===== src/rtl/fifo_pkg.sv =====
// Shared definitions for the dual-clock FIFO read-side logic.
package fifo_pkg;

    // Default data width of the FIFO words.
    localparam int FIFO_DSIZE = 8;

    // Fill level of the two-entry output buffer.
    typedef enum logic [1:0] {
        OCC_EMPTY = 2'd0,
        OCC_ONE   = 2'd1,
        OCC_TWO   = 2'd2
    } occ_e;

endpackage


===== src/rtl/fifo_rd_stream_if.sv =====
// Valid/ready output stream carrying FIFO words and a packet-end marker.
interface fifo_rd_stream_if
    import fifo_pkg::*;
#(
    parameter int DSIZE = FIFO_DSIZE
);

    logic             m_valid;
    logic             m_ready;
    logic [DSIZE-1:0] m_data;
    logic             m_last;

    modport master (
        output m_valid,
        output m_data,
        output m_last,
        input  m_ready
    );

    modport slave (
        input  m_valid,
        input  m_data,
        input  m_last,
        output m_ready
    );

endinterface


===== src/rtl/fifo_rd_stream_skid_buf2.sv =====
// Two-entry buffer with its occupancy state machine. Entries are written at the tail on
// push and leave from the head on pop; push is never asserted while the buffer is full.
module skid_buf2
    import fifo_pkg::*;
#(
    parameter int DSIZE = FIFO_DSIZE
) (
    input  logic             clk,
    input  logic             rst,
    input  logic             push,
    input  logic [DSIZE-1:0] push_data,
    input  logic             pop,
    output occ_e             occ,
    output logic             valid,
    output logic [DSIZE-1:0] head
);

    occ_e             occ_q, occ_d;
    logic             valid_q, valid_d;
    logic [DSIZE-1:0] head_q, head_d;
    logic [DSIZE-1:0] tail_q, tail_d;

    // Next buffer contents and occupancy from the push/pop pair.
    always_comb begin
        occ_d  = occ_q;
        head_d = head_q;
        tail_d = tail_q;
        case (occ_q)
            OCC_EMPTY: begin
                if (push) begin
                    occ_d  = OCC_ONE;
                    head_d = push_data;
                end
            end
            OCC_ONE: begin
                if (push && !pop) begin
                    occ_d  = OCC_TWO;
                    tail_d = push_data;
                end else if (!push && pop) begin
                    occ_d  = OCC_EMPTY;
                end else if (push && pop) begin
                    head_d = push_data;
                end
            end
            OCC_TWO: begin
                if (pop) begin
                    occ_d  = OCC_ONE;
                    head_d = tail_q;
                end
            end
            default: begin
                occ_d = OCC_EMPTY;
            end
        endcase
        valid_d = (occ_d != OCC_EMPTY);
    end

    // Register occupancy, the registered valid flag and both entries.
    always_ff @(posedge clk) begin
        if (rst) begin
            occ_q   <= OCC_EMPTY;
            valid_q <= 1'b0;
            head_q  <= '0;
            tail_q  <= '0;
        end else begin
            occ_q   <= occ_d;
            valid_q <= valid_d;
            head_q  <= head_d;
            tail_q  <= tail_d;
        end
    end

    assign occ   = occ_q;
    assign valid = valid_q;
    assign head  = head_q;

endmodule


===== src/rtl/fifo_rd_stream.sv =====
// Read-side FIFO consumer: fetches words into a two-entry buffer and presents them as a
// valid/ready stream with packet-end tagging and a delivered-beat counter. The FIFO pop
// depends only on buffer occupancy, never on m_ready.
module fifo_rd_stream
    import fifo_pkg::*;
#(
    parameter int DSIZE   = FIFO_DSIZE,
    parameter int PKT_LEN = 16,
    parameter int CNT_W   = 16
) (
    input  logic                  rclk,
    input  logic                  rrst,
    input  logic                  enable,
    input  logic [DSIZE-1:0]      fifo_rdata,
    input  logic                  fifo_rempty,
    output logic                  fifo_rinc,
    fifo_rd_stream_if.master      m,
    output logic [CNT_W-1:0]      word_cnt
);

    localparam int              BEAT_W    = (PKT_LEN > 1) ? $clog2(PKT_LEN) : 1;
    localparam logic [BEAT_W-1:0] BEAT_LAST = BEAT_W'(PKT_LEN - 1);

    occ_e              occ;
    logic              buf_valid;
    logic [DSIZE-1:0]  buf_head;
    logic              pop;

    logic [BEAT_W-1:0] beat_cnt_q, beat_cnt_d;
    logic [CNT_W-1:0]  word_cnt_q, word_cnt_d;

    // Fetch whenever enabled, data is available and the buffer has a free slot.
    always_comb begin
        fifo_rinc = enable & ~fifo_rempty & (occ != OCC_TWO) & ~rrst;
    end

    assign pop = buf_valid & m.m_ready;

    skid_buf2 #(
        .DSIZE (DSIZE)
    ) u_buf (
        .clk       (rclk),
        .rst       (rrst),
        .push      (fifo_rinc),
        .push_data (fifo_rdata),
        .pop       (pop),
        .occ       (occ),
        .valid     (buf_valid),
        .head      (buf_head)
    );

    // Advance the packet position and the delivered-word count on each handshake.
    always_comb begin
        beat_cnt_d = beat_cnt_q;
        word_cnt_d = word_cnt_q;
        if (pop) begin
            word_cnt_d = word_cnt_q + CNT_W'(1);
            if (beat_cnt_q == BEAT_LAST) begin
                beat_cnt_d = '0;
            end else begin
                beat_cnt_d = beat_cnt_q + BEAT_W'(1);
            end
        end
    end

    // Counter registers; reset restarts packet alignment at beat 0.
    always_ff @(posedge rclk) begin
        if (rrst) begin
            beat_cnt_q <= '0;
            word_cnt_q <= '0;
        end else begin
            beat_cnt_q <= beat_cnt_d;
            word_cnt_q <= word_cnt_d;
        end
    end

    assign m.m_valid = buf_valid;
    assign m.m_data  = buf_head;
    assign m.m_last  = buf_valid & (beat_cnt_q == BEAT_LAST);
    assign word_cnt  = word_cnt_q;

endmodule


===== src/flat_wrapper.sv =====
// flat-port wrapper written by rule: the top's interface ports become plain ports
module fifo_rd_stream_flat import fifo_pkg::*;
#(
    parameter int DSIZE   = FIFO_DSIZE,
    parameter int PKT_LEN = 16,
    parameter int CNT_W   = 16
)
  (rclk, rrst, enable, fifo_rdata, fifo_rempty, fifo_rinc, word_cnt, m_m_valid, m_m_data, m_m_last, m_m_ready);
  fifo_rd_stream_if #(.DSIZE(DSIZE)) m_i ();
  input  logic rclk;
  input  logic rrst;
  input  logic enable;
  input  logic [DSIZE-1:0] fifo_rdata;
  input  logic fifo_rempty;
  output logic fifo_rinc;
  output logic [CNT_W-1:0] word_cnt;
  output wire logic [$bits(m_i.m_valid)-1:0] m_m_valid;
  output wire logic [$bits(m_i.m_data)-1:0] m_m_data;
  output wire logic [$bits(m_i.m_last)-1:0] m_m_last;
  input wire logic [$bits(m_i.m_ready)-1:0] m_m_ready;
  assign m_m_valid = m_i.m_valid;
  assign m_m_data = m_i.m_data;
  assign m_m_last = m_i.m_last;
  assign m_i.m_ready = m_m_ready;
  fifo_rd_stream #(.DSIZE(DSIZE), .PKT_LEN(PKT_LEN), .CNT_W(CNT_W)) u_core (.rclk(rclk), .rrst(rrst), .enable(enable), .fifo_rdata(fifo_rdata), .fifo_rempty(fifo_rempty), .fifo_rinc(fifo_rinc), .m(m_i), .word_cnt(word_cnt));
endmodule

===== config.mk =====
export PLATFORM = sky130hd
export DESIGN_NAME = fifo_rd_stream_flat
export DESIGN_NICKNAME = d
export VERILOG_FILES = /design/src/rtl/fifo_pkg.sv /design/src/rtl/fifo_rd_stream_if.sv /design/src/rtl/fifo_rd_stream_skid_buf2.sv /design/src/rtl/fifo_rd_stream.sv /design/src/flat_wrapper.sv
export SDC_FILE = /design/constraint.sdc
export NUM_CORES = 1
export LEC_CHECK = 0
export BUFFER_PORTS_ARGS = -buffer_cell sky130_fd_sc_hd__buf_2
export CORE_AREA = 2 2 62 79
export DETAILED_ROUTE_END_ITERATION = 7
export DIE_AREA = 0 0 64 81
export SLEW_MARGIN = 20
export SYNTH_ARGS = -nofsm -noshare
export SYNTH_HDL_FRONTEND = slang
export SYNTH_SLANG_ARGS = --single-unit

===== constraint.sdc =====
create_clock -name rclk -period 1.2 [get_ports rclk]
set_input_delay 0.24 -clock rclk [delete_from_list [all_inputs] [get_ports rclk]]
set_output_delay 0.24 -clock rclk [all_outputs]
set_load 0.005 [all_outputs]

; ---- Yosys cells after proc, flatten, opt, wreduce, memory -nomap -nowiden
; Index checks and enable logic that the tools add are counted.
[totals]
in_bits = 13
register_bits = 39
wordCells = 46
out_inout_bits = 27
[op_classes]
reduce_logical = 10
addsub = 2
n_mux = 12
eq_ne = 9
n_bitwise = 7
[ops]
columns = op, n
row1 = 2-to-1 mux 8 bit, 5
row2 = case mux 8 bit (3 select lines), 1
row3 = adder 16 x 1 -> 16 bit (second input constant), 1
row4 = != test 2 bit (second input constant), 6
row5 = 2-to-1 mux 2 bit, 4
row6 = case mux 2 bit (3 select lines), 1
row7 = AND reduction 6 bit, 1
row8 = bitwise AND 1 bit, 5
row9 = adder 4 x 1 -> 4 bit (second input constant), 1
row10 = == test 4 bit (second input constant), 1
row11 = 2-to-1 mux 4 bit, 1
row12 = logical AND 1 bit, 3
row13 = nonzero test 3 bit, 1
row14 = == test 2 x 1 -> 1 bit (second input constant), 1
row15 = == test 2 bit (second input constant), 1
row16 = zero test 1 bit, 2
row17 = zero test 2 bit, 1
row18 = NOT 1 bit, 2
row19 = AND reduction 2 bit, 1
row20 = nonzero test 2 bit, 1

; ---- Longest topological paths before layout
; Gate-level depths: netlist of run 1.
[depth]
depth_word = 10
depth_mapped = 6
ltp_nobuf = 5

; ---- By module
; A second synthesis of run 1 with hierarchy kept.
[hier_totals]
hier_cells = 198
area_unflattened_um2 = 1831.8
[by_module_without_submodules]
columns = mod, cells_each, area_per_inst_um2, instances, seq_area_each_um2
row1 = fifo_rd_stream, 105, 930.9, 1, 400.4
row2 = skid_buf2, 93, 900.9, 1, 380.4

; ---- Least setup slack after synthesis of run 1
; No wires, ideal clock.
[synth_path]
kind = reg2reg
startpoint = reg u_core.u_buf.valid_q, in the netlist u_core.u_buf.valid
endpoint = reg u_core.word_cnt_q[15], in the netlist u_core.word_cnt[15]
required_time_ns = 1.130
period_less_slack_ns = 1.355
setup_ns = 0.070
slack_ns = -0.155
path_stages_with_launch = 6
path_buffers = 1
arrival_time_ns = 1.284
cell_sequence = dfxtp_1 buf_4 and4_4 nand4_4 or3_1 a21oi_1
[synth_between]
elab_chain_len = 1
[synth_lines]
columns = element, line_no
row1 = from (decl), fifo_rd_stream_skid_buf2.sv:19  ; logic valid_q, valid_d;
row2 = from (signal assigned), fifo_rd_stream_skid_buf2.sv:67  ; valid_q <= valid_d;
row3 = bitwise AND 1 bit, fifo_rd_stream.sv:37  ; assign pop = buf_valid & m.m_ready;
row4 = to (signal assigned), fifo_rd_stream.sv:73  ; word_cnt_q <= word_cnt_d;
row5 = to (decl), fifo_rd_stream.sv:30  ; logic [CNT_W-1:0] word_cnt_q, word_cnt_d;
; No other way between the ends.
; A chain may end at the register's enable or synchronous reset.

; ---- Final worst setup path of run 1
[layout_path]
startpoint = reg u_core.u_buf.occ_q[1], in the netlist u_core.u_buf.occ[1]
endpoint = out fifo_rinc
[layout_between]
elab_chain_len = 3
[layout_lines]
columns = element, line_no
row1 = from (decl), fifo_rd_stream_skid_buf2.sv:18  ; occ_e occ_q, occ_d;
row2 = from (signal assigned), fifo_rd_stream_skid_buf2.sv:61  ; occ_q <= OCC_EMPTY;
row3 = from (signal assigned), fifo_rd_stream_skid_buf2.sv:66  ; occ_q <= occ_d;
row4 = != test 2 bit, fifo_rd_stream.sv:34  ; fifo_rinc = enable & ~fifo_rempty & (occ != OCC_TWO) & ~rrst;
row5 = bitwise AND 1 bit (2 in series), fifo_rd_stream.sv:34
row6 = to (decl), flat_wrapper.sv:15  ; output logic fifo_rinc;
; No other way between the ends.

==> impl_metrics.env, run 1 <==
export IMPL_drt_wl_total_microns=4220
export IMPL_slew_violations=0
export IMPL_cts_hold_buf=0
export IMPL_postRouteAntennaNets=0
export IMPL_synth_top_area_cell="dfxtp_1"
export IMPL_skew_ns=0.00442
export IMPL_status="finished with violations"
export IMPL_yosys_top_cells_count="nor2_1 (42), dfxtp_1 (39), nand2_1 (14), a21oi_1 (11), mux2i_1 (9)"
export IMPL_cp_slowest_cell="dfxtp_2"
export IMPL_path_max_fanout=4
export IMPL_postSynth_asyncResetShare_pct=0
export IMPL_gp_congestion=0.814
export IMPL_hp_class="primary input to flop"
export IMPL_hold_start="fifo_rdata[3]"
export IMPL_hold_violations=0
export IMPL_grt_max_degree=25
export IMPL_nFillCells=408
export IMPL_synthesis_nets=203
export IMPL_cap_violations=0
export IMPL_fin_crit_sh_pct=111
export IMPL_required_ns=0.96
export IMPL_cts_buffers=5
export IMPL_synth_cells=188
export IMPL_viasPerCell=4.92
export IMPL_cpPeakStageDelay_ns=0.34
export IMPL_synth_edf_count=0
export IMPL_cts_buffer_depth=2
export IMPL_grt_pass1_vias=1609
export IMPL_r2r_slack_ns=-0.12
export IMPL_synth_yosys_seq_area_share_pct=45.2
export IMPL_cts_tree="done"
export IMPL_power_mw=2.51
export IMPL_start_kind="flop"
export IMPL_worst_path_stages=4
export IMPL_critPathCaptureType="output port"
export IMPL_avgSynthCellArea_sq_um=9.18
export IMPL_clkTransAtPathRegs_ns=0.07
export IMPL_port_buffers=39
export IMPL_arrival_ns=1.09
export IMPL_tightest_slew_ns=0.262
export IMPL_critPathLaunch="u_core.u_buf.occ[1]$_SDFF_PP0_"
export IMPL_crit_buf_inv=2
export IMPL_drt_initial_drc_count=53
export IMPL_maxSlewHeadroom_pct=82.4
export IMPL_clk_latency_ns=0.29
export IMPL_r2r_end="u_core.u_buf.head[2]$_SDFFE_PP0P_"
export IMPL_num_rows=28
export IMPL_dieWidth_microns=64
export IMPL_reg2regPathDepth=5
export IMPL_cts_sinks=39
export IMPL_r2r_start="u_core.u_buf.occ[1]$_SDFF_PP0_"
export IMPL_dpl_hpwl_microns=2960
export IMPL_h_tree_depth=2
export IMPL_min_path_cells=3
export IMPL_final_nets=288
export IMPL_initial_core_util_pct=38.2
export IMPL_finalSetupTns_ns=-2.03
export IMPL_netlist_area_sq_um=1730
export IMPL_p_per_area_nw_per_um2=974
export IMPL_crit_type="flop to output port"
export IMPL_setup_viol_count_final=25
export IMPL_pre_cts_slack_ns=-0.195
export IMPL_chipHeight_microns=81
export IMPL_first_pass_iters=4
export IMPL_register_area_sq_um=801
export IMPL_yosysMostFrequentCell="nor2_1"
export IMPL_synth_cell_type_count=32
export IMPL_coreArea_sq_um=4520
export IMPL_cts_root_buf="clkbuf_8"
export IMPL_fmax_ghz=0.754
export IMPL_io_pins=40
export IMPL_area_growth_pct=49.3
export IMPL_min_period_ns=1.33
export IMPL_crit_chain="buf_6, nor2b_4, nor3_2, buf_2"
export IMPL_antenna_found_initial=0
export IMPL_grt_usage_pct=17.1
export IMPL_cpLargestDelayFamily="flip-flops"
export IMPL_p_leak_nw=1.21
export IMPL_violations="setup timing"
export IMPL_via_count=1639
export IMPL_route_detailed_drc=0
export IMPL_insertedDiodeCount=0
export IMPL_design_die_area_sq_um=5180
export IMPL_synth_largest_type_area_fraction_pct=45.2
export IMPL_drive_gt1_share_pct=52.0
export IMPL_min_to="u_core.u_buf.tail_q[3]$_SDFFE_PP0P_"
export IMPL_fin_ws_ns=-0.127
export IMPL_grt_pass1_wl_microns=7060
export IMPL_multi_input_area_sq_um=1040
export IMPL_ys_top_cells_by_area="dfxtp_1 (45%), nor2_1 (9.1%), mux2i_1 (5.2%)"
export IMPL_wl_per_cell_microns=12.7
export IMPL_rsz0062_at_grt="true"
export IMPL_ys_seq_elements=39
export IMPL_synth_warnings=0
export IMPL_ir_drop_mv=0.691
export IMPL_synthFlopType="dfxtp_1"
export IMPL_overflow=0
tightest hold or removal path, cell delays in order:
cell and delay, ns:
buf_2 0.09, mux2i_1 0.06, nor2_1 0.07
worst max path at each step:
stage | endpoint | slack [ns]
after detailed placement | u_core.u_buf.head[6]$_SDFFE_PP0P_ | -0.19
after global placement | u_core.u_buf.head[1]$_SDFFE_PP0P_ | -0.15
after CTS | fifo_rinc | -0.14
final | fifo_rinc | -0.13
after global routing | u_core.u_buf.head[4]$_SDFFE_PP0P_ | -0.21
after floorplan | u_core.word_cnt[15]$_SDFFE_PP0P_ | -0.11
stage by stage:
step           cell area, sq um  instances  hold WS, ns  utilization, %
2_1_floorplan              1780        188        0.384               -
3_3_place_gp               2280        317        0.471            50.5
3_5_place_dp               2280        317        0.486            50.5
4_1_cts                    2470        328        0.197            54.6
5_1_grt                    2580        333        0.224            57.1
6_report                   2580        333        0.203            57.1
cells in the final DEF, fill, tap and decap left out, types with 3 or more instances in the layout:
| master | synthesis | final |
|---|---|---|
| buf_6 | 0 | 6 |
| dfxtp_1 | 39 | 27 |
| a21oi_2 | 0 | 3 |
| mux2i_1 | 9 | 9 |
| buf_2 | 1 | 39 |
| xor2_1 | 8 | 8 |
| or3_1 | 4 | 3 |
| clkbuf_8 | 0 | 6 |
| a21oi_1 | 11 | 8 |
| buf_4 | 2 | 41 |
| and4_4 | 2 | 4 |
| nand2_1 | 14 | 11 |
| xnor2_1 | 5 | 5 |
| nor2_1 | 42 | 41 |
| o221a_2 | 8 | 8 |
| nand4_1 | 7 | 7 |
| dfxtp_2 | 0 | 10 |
layout make-up:
type	count	area share [%]
multi-input cells	141	40.5
well taps	60	2.91
clock buffers	6	3.20
repair buffers	86	22.1
flip-flops and latches	39	31.1
clock inverters	1	0.194
cells by family (layout without fill, tap and decap cells):
| group | after synthesis | after routing | synth area share, % |
|---|---|---|---|
| adder cells (fa/ha/maj) | 2 | 2 | 1.45 |
| XOR/XNOR | 13 | 13 | 6.59 |
| AND/OR/NAND/NOR | 90 | 90 | 27.2 |
| flip-flops | 39 | 39 | 45.2 |
| multiplexers | 9 | 9 | 5.22 |
| AO/OA/AOI/OAI | 27 | 27 | 12.0 |
| buffers and inverters | 8 | 93 | 2.25 |
routing by layer:
metal	global-route usage (%)	share of wire, %
met1	21.1	45
met2	28.2	48
met3	4.02	4.3
met4	8.04	2.2
met5	0	0
what timing repair did:
action | CTS | global route
endpoints found under the setup margin | 32 | 32
pin swaps | 22 | 22
setup buffers | 4 | 5
resized for setup | 23 | 17
power by group:
group	switching [mW]	total, mW	internal (mW)
Sequential	0.0266	1.35	1.32
Clock	0.437	0.887	0.451
Combinational	0.130	0.273	0.143
Total	0.593	2.51	1.92
state kept, by name, summed over array words and instances (netlist names):
name                 count
u_core.u_buf.occ         2
u_core.beat_cnt_q        4
u_core.u_buf.head        8
u_core.u_buf.valid       1
u_core.word_cnt         16
u_core.u_buf.tail_q      8
(Power assumes the default switching activity.)
==> inputs of run 2 (changes only) <==
REMOVE_ABC_BUFFERS = 1   (was unset)
==> impl_metrics.env, run 2 (same netlist as run 1, synthesis figures left out) <==
export IMPL_status="finished with violations"
export IMPL_violations="setup timing"
export IMPL_dpl_hpwl_microns=3010
export IMPL_overflow=0
export IMPL_nFillCells=391
export IMPL_p_leak_nw=1.24
export IMPL_first_pass_iters=4
export IMPL_cts_buffers=5
export IMPL_drt_initial_drc_count=69
export IMPL_finalSetupTns_ns=-3.18
export IMPL_fin_crit_sh_pct=113
export IMPL_postRouteAntennaNets=0
export IMPL_cts_tree="done"
export IMPL_rsz0062_at_grt="true"
export IMPL_io_pins=40
export IMPL_antenna_found_initial=0
export IMPL_dieWidth_microns=64
export IMPL_drive_gt1_share_pct=53.6
export IMPL_placed_area_sq_um=2210
export IMPL_grt_pass1_vias=1720
export IMPL_slew_violations=0
export IMPL_crit_type="flop to flop"
export IMPL_drt_wl_total_microns=4840
export IMPL_port_buffers=39
export IMPL_route_detailed_drc=0
export IMPL_largest_reg_flops=16
export IMPL_gp_congestion=0.701
export IMPL_area_growth_pct=57.5
export IMPL_initial_core_util_pct=38.2
export IMPL_grt_pass1_wl_microns=7760
export IMPL_arrival_ns=1.54
export IMPL_required_ns=1.39
export IMPL_via_count=1722
export IMPL_fmax_ghz=0.737
export IMPL_p_per_area_nw_per_um2=1030
export IMPL_start_kind="flop"
export IMPL_hp_class="primary input to flop"
export IMPL_chipHeight_microns=81
export IMPL_cts_buffer_depth=2
export IMPL_design_die_area_sq_um=5180
export IMPL_hold_violations=0
export IMPL_critPathCaptureType="flop"
export IMPL_wl_per_cell_microns=14.4
export IMPL_final_core_util_pct=60.2
export IMPL_tightest_slew_ns=0.292
export IMPL_coreArea_sq_um=4520
export IMPL_ir_drop_mv=0.705
export IMPL_cts_root_buf="clkbuf_8"
export IMPL_clk_latency_ns=0.29
export IMPL_maxSlewHeadroom_pct=80.4
export IMPL_cts_sinks=39
export IMPL_final_cells=336
export IMPL_clkTransAtPathRegs_ns=0.07
export IMPL_setup_viol_count_final=32
export IMPL_final_common_cell="nor2_1"
export IMPL_insertedDiodeCount=0
export IMPL_register_area_sq_um=811
export IMPL_grt_max_degree=23
export IMPL_cap_violations=0
export IMPL_skew_ns=0.00193
export IMPL_r2r_slack_ns=-0.16
export IMPL_num_rows=28
export IMPL_grt_usage_pct=19.2
export IMPL_path_max_fanout=8
export IMPL_min_period_ns=1.36
export IMPL_dp_cells=312
export IMPL_finalInstanceArea_sq_um=2720
export IMPL_mostFrequentLayoutCells="nor2_1 (42), buf_2 (36), buf_4 (31)"
export IMPL_h_tree_depth=2
export IMPL_viasPerCell=5.13
export IMPL_multi_input_area_sq_um=1070
export IMPL_final_nets=290
export IMPL_cts_hold_buf=0
export IMPL_fin_ws_ns=-0.158
## run 2: cell types whose count changed in the layout (fill, tap and decap cells not counted), moves of 2 or more
cell / previous run / this run
buf_2: 39 / 36
buf_4: 41 / 31
buf_6: 6 / 21
dfxtp_1: 27 / 23
dfxtp_2: 10 / 12
dfxtp_4: 2 / 4
nand2_2: 1 / 3
o21ai_0: 2 / 4
o21ai_1: 2 / 0
## run 2: final timing paths
path                            depth (start not counted)                                  end                                 from
worst max register to register                          5    u_core.u_buf.head[2]$_SDFFE_PP0P_       u_core.u_buf.occ[1]$_SDFF_PP0_
worst min register to register                          2  u_core.u_buf.tail_q[5]$_SDFFE_PP0P_  u_core.u_buf.tail_q[5]$_SDFFE_PP0P_
worst min-delay path                                    3  u_core.u_buf.tail_q[3]$_SDFFE_PP0P_                        fifo_rdata[3]
worst max-delay path                                    5    u_core.u_buf.head[2]$_SDFFE_PP0P_       u_core.u_buf.occ[1]$_SDFF_PP0_
## run 2: timing repair
| item | 4_1_cts | 5_1_grt |
|---|---|---|
| pin swaps | 29 | 26 |
| resized for setup | 50 | 24 |
| buffers inserted | 11 | 6 |
| setup endpoints to repair | 36 | 39 |
## run 2: routing by layer
metal,track usage [%],up-vias,wire [microns],share of wire (%)
met5,0,-,0,0
met4,8.04,0,79,1.6
met3,4.85,8,206,4.3
met2,34.5,48,2510,52
met1,21.5,828,2040,42
li1,-,838,-,-
## run 2: critical path, cell delays in order (launching register included)
cell and delay [ns]:
dfxtp_2 0.34, nor4b_4 0.31, buf_4 0.17, nand2_2 0.05, buf_6 0.13, o221a_2 0.26
## run 2: stage by stage
stage	power (mW)	hold slack, ns	setup slack (ns)
finish	2.81	0.204	-0.158
global route	2.92	0.207	-0.240
floorplan	1.47	0.309	-0.148
detailed placement	1.61	0.482	-0.193
global placement	1.61	0.473	-0.197
CTS	2.81	0.191	-0.151
## run 2: final cells by class
cell class,instances,share of cell area [%]
clock buffer,6,3.04
clock inverter,2,1.29
multi-input combinational,141,39.2
sequential,39,29.8
tap,60,2.76
timing repair buffer,88,23.9
## run 2: report_power, final
| group | internal [mW] | switching [mW] |
|---|---|---|
| Combinational | 0.175 | 0.150 |
| Clock | 0.673 | 0.463 |
| Sequential | 1.32 | 0.0287 |
==> inputs of run 3 (changes only) <==
PLACE_DENSITY_LB_ADDON = 0.05   (was unset)
==> impl_metrics.env, run 3 (same netlist as run 1, synthesis figures left out) <==
export IMPL_wl_per_cell_microns=13.8
export IMPL_first_pass_iters=4
export IMPL_crit_type="flop to flop"
export IMPL_violations="setup timing"
export IMPL_insertedDiodeCount=0
export IMPL_cap_violations=0
export IMPL_dpl_hpwl_microns=3050
export IMPL_chipHeight_microns=81
export IMPL_ir_drop_mv=0.585
export IMPL_hp_class="primary input to flop"
export IMPL_cts_buffers=5
export IMPL_cts_hold_buf=0
export IMPL_final_nets=286
export IMPL_grt_usage_pct=17.9
export IMPL_via_count=1676
export IMPL_coreArea_sq_um=4520
export IMPL_hold_violations=0
export IMPL_gp_congestion=0.834
export IMPL_nFillCells=414
export IMPL_status="finished with violations"
export IMPL_p_per_area_nw_per_um2=1000
export IMPL_start_kind="flop"
export IMPL_setup_viol_count_final=28
export IMPL_clkTransAtPathRegs_ns=0.07
export IMPL_tightest_slew_ns=0.286
export IMPL_io_pins=40
export IMPL_dieWidth_microns=64
export IMPL_holdWs_ns=0.196
export IMPL_finalInstanceArea_sq_um=2600
export IMPL_postRouteAntennaNets=0
export IMPL_cts_buffer_depth=2
export IMPL_fmax_ghz=0.737
export IMPL_initial_core_util_pct=38.2
export IMPL_required_ns=1.38
export IMPL_fin_ws_ns=-0.157
export IMPL_min_period_ns=1.36
export IMPL_skew_ns=0.00158
export IMPL_finalSetupTns_ns=-2.76
export IMPL_maxSlewHeadroom_pct=80.9
export IMPL_placed_area_sq_um=2210
export IMPL_clk_latency_ns=0.29
export IMPL_drt_wl_total_microns=4580
export IMPL_port_buffers=39
export IMPL_fin_crit_sh_pct=113
export IMPL_cts_tree="done"
export IMPL_grt_max_degree=28
export IMPL_largest_reg_flops=16
export IMPL_final_common_cell="nor2_1"
export IMPL_antenna_found_initial=0
export IMPL_num_rows=28
export IMPL_route_detailed_drc=0
export IMPL_area_growth_pct=50.5
export IMPL_viasPerCell=5.05
export IMPL_mostFrequentLayoutCells="nor2_1 (42), buf_2 (39), buf_4 (36)"
export IMPL_cts_root_buf="clkbuf_8"
export IMPL_final_core_util_pct=57.5
export IMPL_arrival_ns=1.54
export IMPL_p_leak_nw=1.21
export IMPL_h_tree_depth=2
export IMPL_critPathCaptureType="flop"
export IMPL_design_die_area_sq_um=5180
export IMPL_rsz0062_at_grt="true"
export IMPL_path_max_fanout=4
export IMPL_grt_pass1_wl_microns=7180
export IMPL_grt_pass1_vias=1625
export IMPL_slew_violations=0
export IMPL_overflow=0
export IMPL_cts_sinks=39
export IMPL_drt_initial_drc_count=44
export IMPL_drive_gt1_share_pct=50.7
==> run 3: worst paths after layout <==
kind	start	endpoint	slack, ns	depth (start not counted)
min reg2reg	u_core.word_cnt[15]$_SDFFE_PP0P_	u_core.word_cnt[15]$_SDFFE_PP0P_	0.50	2
max	u_core.u_buf.occ[1]$_SDFF_PP0_	u_core.u_buf.tail_q[6]$_SDFFE_PP0P_	-0.16	6
min	fifo_rdata[5]	u_core.u_buf.tail_q[5]$_SDFFE_PP0P_	0.20	3
max reg2reg	u_core.u_buf.occ[1]$_SDFF_PP0_	u_core.u_buf.tail_q[6]$_SDFFE_PP0P_	-0.16	6
==> run 3: critical path: stages (launching register included) <==
cell     delay (ns)
dfxtp_2        0.34
nor4b_4        0.28
buf_4          0.18
nand3_4        0.08
buf_6          0.14
mux2i_2        0.16
nor2_1         0.07
==> run 3: per-layer routing <==
layer / global-route usage [%] / routed length [microns]
met5: 0 / 0
met4: 6.96 / 74
met3: 5.40 / 221
met2: 32.5 / 2370
met1: 19.5 / 1920
==> run 3: final cells by class <==
| cell class | count | area [sq um] | share of cell area [%] |
|---|---|---|---|
| multi-input combinational | 141 | 1050 | 40.4 |
| sequential | 39 | 806 | 31.0 |
| timing repair buffer | 84 | 567 | 21.8 |
| clock buffer | 8 | 100 | 3.85 |
| tap | 60 | 75.1 | 2.89 |
==> run 3: through the flow <==
stage / setup slack [ns] / power, mW / std cells
after floorplan: -0.148 / 1.47 / 180
after global placement: -0.227 / 1.60 / 312
after detailed placement: -0.248 / 1.61 / 312
after CTS: -0.158 / 2.62 / 331
after global routing: -0.224 / 2.72 / 332
final: -0.157 / 2.60 / 332
==> run 3: report_power, final <==
group	internal [mW]	total [mW]	switching [mW]
Sequential	1.32	1.35	0.0287
Combinational	0.141	0.275	0.134
Clock	0.525	0.980	0.455
Total	1.99	2.60	0.617
==> run 3: repair_timing <==
item / CTS / global route
buffers inserted: 11 / 2
endpoints found under the setup margin: 34 / 37
pin swaps: 15 / 22
gates resized for setup: 36 / 22
